[src/rtl/lrf_fuse_sequencer.sv]
// Beat/frame sequencer for LRF frame fusion: stream handshake, accumulator strobes and output framing.
// Optional LRF_TLAST_RESYNC_EN: an early s_axis_tlast ends the current frame instead of only flagging it.
module lrf_fuse_sequencer #(
    parameter int PIXELS_PER_BEAT = 16,
    parameter int IMAGE_DIM       = 512,
    parameter int FUSE_COUNT      = 16,
    localparam int BEATS  = IMAGE_DIM * IMAGE_DIM / PIXELS_PER_BEAT,
    localparam int ADDR_W = $clog2(BEATS),
    localparam int FRM_W  = (FUSE_COUNT > 1) ? $clog2(FUSE_COUNT) : 1
) (
    input  logic              s_axis_aclk,
    input  logic              s_axis_areset,
    input  logic              enable,
    input  logic              s_axis_tvalid,
    input  logic              s_axis_tlast,
    output logic              s_axis_tready,
    output logic              m_axis_tvalid,
    input  logic              m_axis_tready,
    output logic              m_axis_tlast,
    output logic              acc_wr,
    output logic              acc_clr,
    output logic [ADDR_W-1:0] acc_addr,
    output logic [FRM_W-1:0]  frame_idx,
    output logic              fuse_done,
    output logic              err_tlast
);

    // state | meaning
    // IDLE  | waiting for enable, input not ready
    // FIRST | frame 0, accumulator overwritten (also the output frame when FUSE_COUNT==1)
    // ACCUM | frames 1..F-2, accumulator added
    // LAST  | frame F-1, input paced by output ready
    typedef enum logic [1:0] {IDLE, FIRST, ACCUM, LAST} state_t;

    localparam logic [ADDR_W-1:0] BEAT_END = ADDR_W'(BEATS - 1);
    localparam logic [FRM_W-1:0]  ACC_END  = FRM_W'((FUSE_COUNT > 2) ? FUSE_COUNT - 2 : 0);
    localparam bit                SINGLE   = (FUSE_COUNT == 1);

    state_t            state;
    logic [ADDR_W-1:0] beat_cnt;
    logic              active;
    logic              in_last;
    logic              at_end;
    logic              step;
    logic              wrap;

    assign active        = (state != IDLE);
    assign in_last       = (state == LAST) || (SINGLE && (state == FIRST));
    assign at_end        = (beat_cnt == BEAT_END);
    assign s_axis_tready = active && (in_last ? m_axis_tready : 1'b1);
    assign m_axis_tvalid = in_last && s_axis_tvalid;
    assign step          = s_axis_tvalid && s_axis_tready;
    assign acc_wr        = step;
    assign acc_clr       = (state == FIRST);
    assign acc_addr      = beat_cnt;

`ifdef LRF_TLAST_RESYNC_EN
    assign wrap         = step && (at_end || s_axis_tlast);
    assign m_axis_tlast = in_last && (at_end || (s_axis_tvalid && s_axis_tlast));
`else
    assign wrap         = step && at_end;
    assign m_axis_tlast = in_last && at_end;
`endif

    always_ff @(posedge s_axis_aclk) begin
        if (s_axis_areset) begin
            state     <= IDLE;
            beat_cnt  <= '0;
            frame_idx <= '0;
            fuse_done <= 1'b0;
            err_tlast <= 1'b0;
        end else begin
            fuse_done <= 1'b0;
            if (step && (s_axis_tlast != at_end))
                err_tlast <= 1'b1;
            if (step)
                beat_cnt <= wrap ? '0 : beat_cnt + 1'b1;
            case (state)
                IDLE: begin
                    if (enable)
                        state <= FIRST;
                end
                default: begin
                    if (wrap) begin
                        if (in_last) begin
                            // enable only matters here: a group in flight always completes
                            frame_idx <= '0;
                            fuse_done <= 1'b1;
                            state     <= enable ? FIRST : IDLE;
                        end else begin
                            frame_idx <= frame_idx + 1'b1;
                            if (state == FIRST)
                                state <= (FUSE_COUNT == 2) ? LAST : ACCUM;
                            else if (frame_idx == ACC_END)
                                state <= LAST;
                        end
                    end
                end
            endcase
        end
    end

endmodule

[config.mk]
export PLATFORM = sky130hd
export DESIGN_NAME = lrf_fuse_sequencer
export DESIGN_NICKNAME = d
export VERILOG_FILES = /design/src/rtl/lrf_fuse_sequencer.sv
export SDC_FILE = /design/constraint.sdc
export NUM_CORES = 1
export LEC_CHECK = 0
export ABC_AREA = 1
export CAP_MARGIN = 20
export CORE_MARGIN = 1
export CORE_UTILIZATION = 52
export DETAILED_ROUTE_END_ITERATION = 12
export PLACE_DENSITY = 0.85
export SYNTH_ARGS = -nofsm -noshare
export SYNTH_HDL_FRONTEND = slang
export SYNTH_SLANG_ARGS = --single-unit
[constraint.sdc]
create_clock -name s_axis_aclk -period 4.2 [get_ports s_axis_aclk]
set_input_delay 0.84 -clock s_axis_aclk [delete_from_list [all_inputs] [get_ports s_axis_aclk]]
set_output_delay 0.84 -clock s_axis_aclk [all_outputs]
set_load 0.005 [all_outputs]
==> run metrics, run 1 <==
Yosys top cell by area=dfxtp_1; P per Cell Area=244 nW/um2; GP Congestion=0.819; Ports=31; Slew Limit Fails=0; worst-margin pin slew=385 ps; WP data required=3360 ps; Tot GR Track Use=23.1%; routed len/inst=11.5 um; DP Worst Slack=1090 ps; RSZ-0062 raised after global routing=false; Worst Reg-to-Reg Cells=10; Yosys warnings=0; CTS buffer count=3; Relative slew margins=74.2%; clk root buf=clkbuf_4; TritonCTS clock tree=yes; Synth Area in Compound Gates=7.54%; most frequent cell after synthesis=nand2_1; die area=2660 um2; CP Launch Type=input pin; vias in the first global route=1136; post-synthesis cell count=180; total gr overflow=0; first-pass GRT wire length=4530 um; postcts setup bufs=0; clk_skew=2.06 ps; TritonRoute pass-1 iters=4; largest net degree at the start of global routing=13; core area=2250 um2; CP Capture Type=output pin; maximum VDD drop=185 uV; Post-synth top cells=37 x nand2_1, 29 x inv_1, 22 x dfxtp_1; total number of vias=1212; layout cell share with drive strength beyond 1=11.3%; fin cells=241; Yosys reg bits=22; sequential fraction of the synthesis area=34.5%; Tot Pwr=402 uW; clk_lat worst skew=310 ps; H-tree depth=1; CP arrival=2260 ps; Setup Viol. Count Final=0; die height=51.6 um; top post-synthesis cells by area=dfxtp_1 34%, nand2_1 11%, inv_1 8.5%; Final nets=226; setup TNS=0 ps; Initial Utilization=56.7%; area grow syn2layout=28.8%; initial antenna violation count=0; distinct cell type count of the synthesized netlist=26; Adder-Cell Fraction of Synth Area=5.88%; post-detailed-route via-to-cell ratio=5.03; Synth top area share=34.5%; EDFF count, synth=0; Hold WC Path Type=reg -> reg; Fmax=0.322 GHz; Detailed Route Iter0 Violations=25; post-cts repair resize count=0; placed insts=237; Post-Synth XOR/XNOR Area=2.74%; largest family of logic cells by synthesized area=simple AND/OR/NAND/NOR gates; final hold vios=0; predominant post-synthesis flop cell=dfxtp_1; # fillers=189; clk slew on worst S/H paths=120 ps; FFs w/ async S/R, synth=0%; Final WS setup=1100 ps; worst hold path depth=2; I/O Buffers=30; synthesized area per cell=7.10 um2; Die W=51.6 um; Cell Rows=17; fin crit share=73.9%; critical path class=in -> out; synthesized area=1280 um2; HPWL Detailed=2180 um; multiplexer share of the synthesized area=0%; syn nets=192; crit path time final=3100 ps; worst hold margin=463 ps; Post-Synth Simple-Gate Area=39.7%; Clock Sinks=22; DRT antenna net count=0; Max Fanout on Critical Path=9; CTS max path bufs=2; # diodes=0; drc violations=0; Max Cap Violations=0; status=finished, final reports clean; cts hold-fix bufs=0; leakage power=0.000711 uW; drt total wl=2780 um
[worst paths after layout]
kind,start,end,slack (ps)
setup reg to reg,state[0],frame_idx[1],2450
hold / removal,err_tlast,err_tlast,460
setup / recovery,m_axis_tready,acc_wr,1100
hold reg to reg,err_tlast,err_tlast,460
[state kept, by name, summed over array words and instances, names as in the netlist]
register and flops:
state 2, frame_idx 4, err_tlast 1, fuse_done 1
acc_addr 14
[cells by family after synthesis]
group / Yosys count
DFF: 22
AOI/OAI and AO/OA: 18
buffers and inverters: 33
xor gates and xnor gates: 4
and+or+nand+nor: 97
adders and majority gates: 6
[cells in the final DEF (no fill, tap or decap), drive strengths merged]
| master | netlist | final |
|---|---|---|
| nand2 | 44 | 44 |
| inv | 32 | 32 |
| clkdlybuf4s50 | 0 | 30 |
| nor2 | 24 | 24 |
| dfxtp | 22 | 22 |
| a21oi | 13 | 13 |
| nor3 | 11 | 11 |
| nand3 | 11 | 11 |
| ha | 6 | 6 |
| nand4 | 4 | 4 |
| o21ai | 4 | 4 |
| clkbuf | 1 | 4 |
| xor2 | 3 | 3 |
| o21bai | 1 | 1 |
| or2 | 1 | 1 |
| nor4 | 1 | 1 |
| xnor2 | 1 | 1 |
| nand3b | 1 | 1 |
[final cells by class]
class | instances | area [um2] | area share (%)
clock buffer | 4 | 36.3 | 2.21
inverter | 32 | 120 | 7.30
timing repair buffer | 30 | 300 | 18.3
sequential | 22 | 440 | 26.8
tap | 28 | 35.0 | 2.13
multi-input combinational | 125 | 713 | 43.3
[critical path: stages]
cell	delay [ps]
clkdlybuf4s50_1	450
inv_1	40
nand2_2	80
nand3_4	150
inv_2	180
clkdlybuf4s50_1	520
[through the flow]
| stage | utilization, % | area [um2] |
|---|---|---|
| 2_1_floorplan | - | 1280 |
| 3_3_place_gp | 71.4 | 1610 |
| 3_5_place_dp | 71.4 | 1610 |
| 4_1_cts | 73.0 | 1650 |
| 5_1_grt | 73.0 | 1650 |
| 6_report | 73.0 | 1650 |
[per-layer routing]
| metal | wire (um) | GRT usage [%] |
|---|---|---|
| met4 | 44 | 9.91 |
| met2 | 1400 | 43.3 |
| met1 | 1230 | 25.4 |
| met5 | 0 | 0 |
| met3 | 96 | 3.51 |
[where the power goes]
group / leakage, uW / switching, uW / internal [uW]
Sequential: 0.000178 / 3.84 / 214
Combinational: 0.000512 / 36.2 / 29.5
Clock: 0.0000210 / 65.8 / 53.0
(Power assumes the default switching activity.)
==> run 2, diff against run 1 <==
CORE_UTILIZATION = 44   (was 52)
PLACE_DENSITY = 0.77   (was 0.85)
clock period = 2.5 ns   (was 4.2 ns; I/O delays follow)
==> run 2 against run 1 <==
Compared with the run above:
- sequential share of layout area is 0.19 points lower
- critical endpoint unchanged
- sequential power increased by 67%
- clock skew is 5.9 ps higher
- clock power is 66% higher
- routed wire length is 10% lower
- design area increased by 2.1%
- non-clock buffer count grew 3
- setup slack got worse by 840 ps
- critical path depth is the same
- first-iteration DRC count grew 68%
==> run metrics, run 2 (same netlist as run 1, synthesis figures left out) <==
TritonCTS clock tree=yes (unchanged); CP arrival=1740 ps (was 2260 ps); area grow syn2layout=31.5% (was 28.8%); Detailed Route Iter0 Violations=42 (was 25); most frequent cells in the layout=37 x nand2_1, 29 x inv_1, 29 x clkdlybuf4s50_1 (was 37 x nand2_1, 30 x clkdlybuf4s50_1, 29 x inv_1); Final nets=229 (was 226); HPWL Detailed=1900 um (was 2180 um); max reg flops=14 (unchanged); commonest non-fill, non-tap cell in the layout=nand2_1 (unchanged); most used cell, CP=inv_1 (was clkdlybuf4s50_1); Crit path largest cell delay=480 ps (was 520 ps); clk root buf=clkbuf_4 (unchanged); CP Depth=6 (unchanged); Initial Utilization=46.3% (was 56.7%); r2r endpoint=frame_idx[1] (unchanged); Tot GR Track Use=17.6% (was 23.1%); total gr overflow=0 (unchanged); clk_skew=7.99 ps (was 2.06 ps); total number of vias=1185 (was 1212); worst-margin pin slew=279 ps (was 385 ps); maximum VDD drop=276 uV (was 185 uV); Hold WC Path Type=reg -> reg (unchanged); die height=55.9 um (was 51.6 um); Ports=31 (unchanged); Clock Sinks=22 (unchanged); DRT antenna net count=0 (unchanged); post-detailed-route via-to-cell ratio=4.80 (was 5.03); Fmax=0.446 GHz; Setup Viol. Count Final=0 (unchanged); RSZ-0062 raised after global routing=false (unchanged); P per Cell Area=403 nW/um2 (was 244 nW/um2); core area=2760 um2 (was 2250 um2); crit path time final=2240 ps; fin cells=247 (was 241); Max Cap Violations=0 (unchanged); CP Launch Type=register (was input pin); crit-path leading delay family=buffers and inverters (unchanged); placed insts=243 (was 237); I/O Buffers=30 (unchanged); first-pass GRT wire length=4440 um (was 4530 um); CP Capture Type=output pin (unchanged); setup TNS=0 ps (unchanged); die area=3120 um2 (was 2660 um2); H-tree depth=1 (unchanged); slowest stage cell, crit path=clkdlybuf4s50_1 (unchanged); Cell Rows=19 (was 17); leakage power=0.000747 uW (was 0.000711 uW); status=finished, final reports clean (unchanged); Worst Reg-to-Reg Cells=11 (was 10); largest net degree at the start of global routing=13 (unchanged); initial antenna violation count=0 (unchanged); fin crit share=89.7%; CTS max path bufs=2 (unchanged); clk slew on worst S/H paths=130 ps (was 120 ps); Worst R2R Setup Slack=750 ps (was 2450 ps); CP cell instances=inv_1, ha_1, inv_1, nand3_4, inv_2, clkdlybuf4s50_1 (was clkdlybuf4s50_1, inv_1, nand2_2, nand3_4, inv_2, clkdlybuf4s50_1); origin of the critical flop-to-flop path=state[0] (unchanged); WP data required=2000 ps (was 3360 ps); TritonRoute pass-1 iters=6 (was 4); Die W=55.9 um (was 51.6 um); Max Fanout on Critical Path=3 (was 9); Slew Limit Fails=0 (unchanged); postcts setup bufs=0 (unchanged); CTS buffer count=3 (unchanged); final hold vios=0 (unchanged); critical path class=reg -> out (was in -> out); # diodes=0 (unchanged); routed len/inst=10.1 um (was 11.5 um); CP bufs+invs=4 (unchanged); GP Congestion=0.800 (was 0.819); Relative slew margins=81.3% (was 74.2%); drc violations=0 (unchanged); layout cell share with drive strength beyond 1=14.8% (was 11.3%); cts hold-fix bufs=0 (unchanged); drt total wl=2490 um (was 2780 um); CP Launch Point=state[0] (was m_axis_tready); clk_lat worst skew=300 ps (was 310 ps); vias in the first global route=1037 (was 1136); CP endpoint=acc_wr (unchanged)
[run 2: how the worst min path moves through the flow]
stage                          from        end  slack, ps  cells past startpoint
after floorplan           err_tlast  err_tlast        450                      2
after global placement    err_tlast  err_tlast        440                      2
after detailed placement  err_tlast  err_tlast        450                      2
after CTS                 err_tlast  err_tlast        470                      2
after global routing      err_tlast  err_tlast        500                      2
final                     err_tlast  err_tlast        470                      2
[run 2: what timing repair did]
action,CTS,global route
endpoints found under the setup margin,0,1
endpoints found under the hold margin,0,0
resized for setup,0,6
[run 2: worst register-to-register path, cell delays in order, from the launching register on]
cell	delay, ps
dfxtp_1	380
inv_1	70
ha_1	230
inv_1	130
nand3_4	90
buf_4	180
nor2_8	160
nand2_2	90
nand2_2	110
inv_2	90
nand2_1	60
o21ai_0	60
[run 2: per-stage QoR]
stage	setup WS (ps)	cell area (um2)	total power [uW]	hold slack, ps	utilization [%]
after floorplan	993	1280	436	447	-
after global placement	310	1640	487	442	59.3
after detailed placement	307	1640	489	450	59.3
after CTS	30.5	1670	687	469	60.6
after global routing	123	1680	716	495	60.9
final	258	1680	678	468	60.9
[run 2: per-layer routing]
metal  GRT usage (%)  vias up  wire (um)
met4            5.23        0         17
met2            26.9       24       1110
met1            25.1      525       1250
li1                -      634          -
met3            3.49        2        117
met5               0        -          0
[run 2: final cells by class]
class                   instances  area, um2
fillers                       253       1080
multi-input cells             125        713
flip-flops and latches         22        447
clock buffers                   4       36.3
repair buffers                 33        325
inverters                      32        120
well taps                      31       38.8
[run 2: power breakdown]
group / internal, uW / total, uW / switching, uW
Clock: 88.8 / 198 / 109
Combinational: 55.1 / 114 / 59.3
Sequential: 359 / 365 / 6.22
Total: 503 / 678 / 175
==> run 3, diff against run 2 <==
CORE_ASPECT_RATIO = 0.7   (was unset)
==> run 3 against run 2 <==
Compared with the run above:
- clock-buffer cell count stayed put
- sequential share of layout area is 0.30 points lower
- sequential power about the same
- global-route usage up 3.6 points
- register-to-register slack about the same
- core utilization is 3.5 points higher
- clock power increased by 31%
- flip-flop and latch count unchanged
- design area unchanged
- final cell count rose by 0.40%
- setup slack worse by 140 ps
- first-iteration DRC count grew 90%
- largest power group unchanged
==> run metrics, run 3 (same netlist as run 1, synthesis figures left out) <==
first-pass GRT wire length=4820 um (was 4440 um); P per Cell Area=439 nW/um2 (was 403 nW/um2); Gate power share=15.3% (was 16.9%); GP Congestion=0.828 (was 0.800); Tot Pwr=738 uW (was 678 uW); area grow syn2layout=31.5% (unchanged); maximum VDD drop=377 uV (was 276 uV); DRT antenna net count=0 (unchanged); most used cell, CP=nand2_2 (was inv_1); Cell Rows=15 (was 19); Hold WC Path Type=reg -> reg (unchanged); Max Fanout on Critical Path=5 (was 3); Sw Pwr=187 uW (was 175 uW); Clock Sinks=22 (unchanged); vias in the first global route=1100 (was 1037); Detailed Route Iter0 Violations=80 (was 42); Initial Utilization=49.0% (was 46.3%); Worst R2R Setup Slack=750 ps (about the same); drt total wl=2900 um (was 2490 um); CP Capture Type=output pin (unchanged); total gr overflow=0 (unchanged); H-tree depth=1 (unchanged); CP arrival=1890 ps (was 1740 ps); Internal Pwr Total=551 uW (was 503 uW); HPWL Detailed=2220 um (was 1900 um); clk_lat worst skew=260 ps (was 300 ps); total number of vias=1235 (was 1185); Final nets=227 (was 229); drc violations=0 (unchanged); core area=2610 um2 (was 2760 um2); Relative slew margins=73.0% (was 81.3%); critical path class=reg -> out (unchanged); clk slew on worst S/H paths=80 ps (was 130 ps); switching part of the total power=25.4% (was 25.8%); Cell Area, Placed=1620 um2 (was 1640 um2); setup TNS=0 ps (unchanged); commonest non-fill, non-tap cell in the layout=nand2_1 (unchanged); Worst Hold Launch=err_tlast (unchanged); fin area=1680 um2 (unchanged); routed len/inst=11.7 um (was 10.1 um); sequential share of power=49.5% (was 53.9%); status=finished, final reports clean (unchanged); CP Launch Type=register (unchanged); initial antenna violation count=0 (unchanged); worst-margin pin slew=404 ps (was 279 ps); largest net degree at the start of global routing=13 (unchanged); post-detailed-route via-to-cell ratio=4.98 (was 4.80); Ports=31 (unchanged); Tot GR Track Use=21.1% (was 17.6%); slowest stage cell, crit path=clkdlybuf4s50_1 (unchanged); Max Cap Violations=0 (unchanged); TritonCTS clock tree=yes (unchanged); most frequent cells in the layout=37 x nand2_1, 30 x clkdlybuf4s50_1, 29 x inv_1 (was 37 x nand2_1, 29 x inv_1, 29 x clkdlybuf4s50_1); clk_skew=4.16 ps (was 7.99 ps); # diodes=0 (unchanged); CTS max path bufs=2 (unchanged); cts hold-fix bufs=0 (unchanged); Fmax=0.419 GHz (was 0.446 GHz); Slew Limit Fails=0 (unchanged); Clk pwr share=35.2% (was 29.2%); die area=3130 um2 (was 3120 um2); die height=47.1 um (was 55.9 um); CP cell instances=nand2_2, nor2_1, nand2_2, nor2_4, inv_1, nor3_1, clkdlybuf4s50_1 (was inv_1, ha_1, inv_1, nand3_4, inv_2, clkdlybuf4s50_1); Crit path largest cell delay=530 ps (was 480 ps); fin crit share=95.5% (was 89.7%); RSZ-0062 raised after global routing=false (unchanged); I/O Buffers=30 (unchanged); leakage power=0.000724 uW (was 0.000747 uW); Die W=66.4 um (was 55.9 um); crit path time final=2390 ps (was 2240 ps); max reg flops=14 (unchanged); origin of the critical flop-to-flop path=state[0] (unchanged); WP data required=2000 ps (about the same); CTS buffer count=3 (unchanged); Setup Viol. Count Final=0 (unchanged); layout cell share with drive strength beyond 1=12.1% (was 14.8%); final hold vios=0 (unchanged); CP Launch Point=acc_addr[9] (was state[0]); clk root buf=clkbuf_8 (was clkbuf_4); TritonRoute pass-1 iters=4 (was 6)
[run 3: final cells by class]
type	instances	area, um2
Clock buffer	4	55.1
Multi-Input combinational cell	125	713
Inverter	32	120
Timing Repair Buffer	31	308
Sequential cell	22	442
Fill cell	228	928
Tap cell	34	42.5
[run 3: metal layers]
layer / track usage (%) / wire length (um) / part of all wire (%) / vias up
li1: - / - / - / 637
met3: 5.83 / 231 / 8.0 / 4
met4: 6.38 / 27 / 0.93 / 0
met2: 37.1 / 1300 / 45 / 46
met5: 0 / 0 / 0 / -
met1: 26.0 / 1340 / 46 / 548
[run 3: what timing repair did]
| action | in CTS | in global routing |
|---|---|---|
| hold endpoints to repair | 0 | 0 |
| resized for setup | 0 | 1 |
| endpoints found under the setup margin | 0 | 1 |
| setup buffers | 0 | 0 |
[run 3: power groups by stage]
stage | clock [uW] | combinational [uW] | sequential [uW]
floorplan | 0 | 63.5 | 373
global placement | 0 | 110 | 373
detailed placement | 0 | 112 | 374
CTS | 262 | 113 | 366
global route | 282 | 127 | 366
finish | 260 | 113 | 366
[run 3: worst paths after layout]
path	to	cells past startpoint
max	m_axis_tlast	7
min	err_tlast	2
max reg2reg	frame_idx[1]	11
min reg2reg	err_tlast	2
[run 3: through the flow]
step	cells	hold slack, ps	worst slack (ps)	util, %
final	248	459	113	64.4
after global routing	248	493	1.30	64.4
after CTS	248	464	96.0	64.4
after detailed placement	244	450	170	62.3
after global placement	244	440	217	62.3
after floorplan	180	447	993	-
[run 3: worst max-delay path, delay by kind of cell, from the launching register on]
| family | cells | cell delay [ps] |
|---|---|---|
| DFF | 1 | 390 |
| buffers and inverters | 2 | 580 |
| and+or+nand+nor | 5 | 660 |
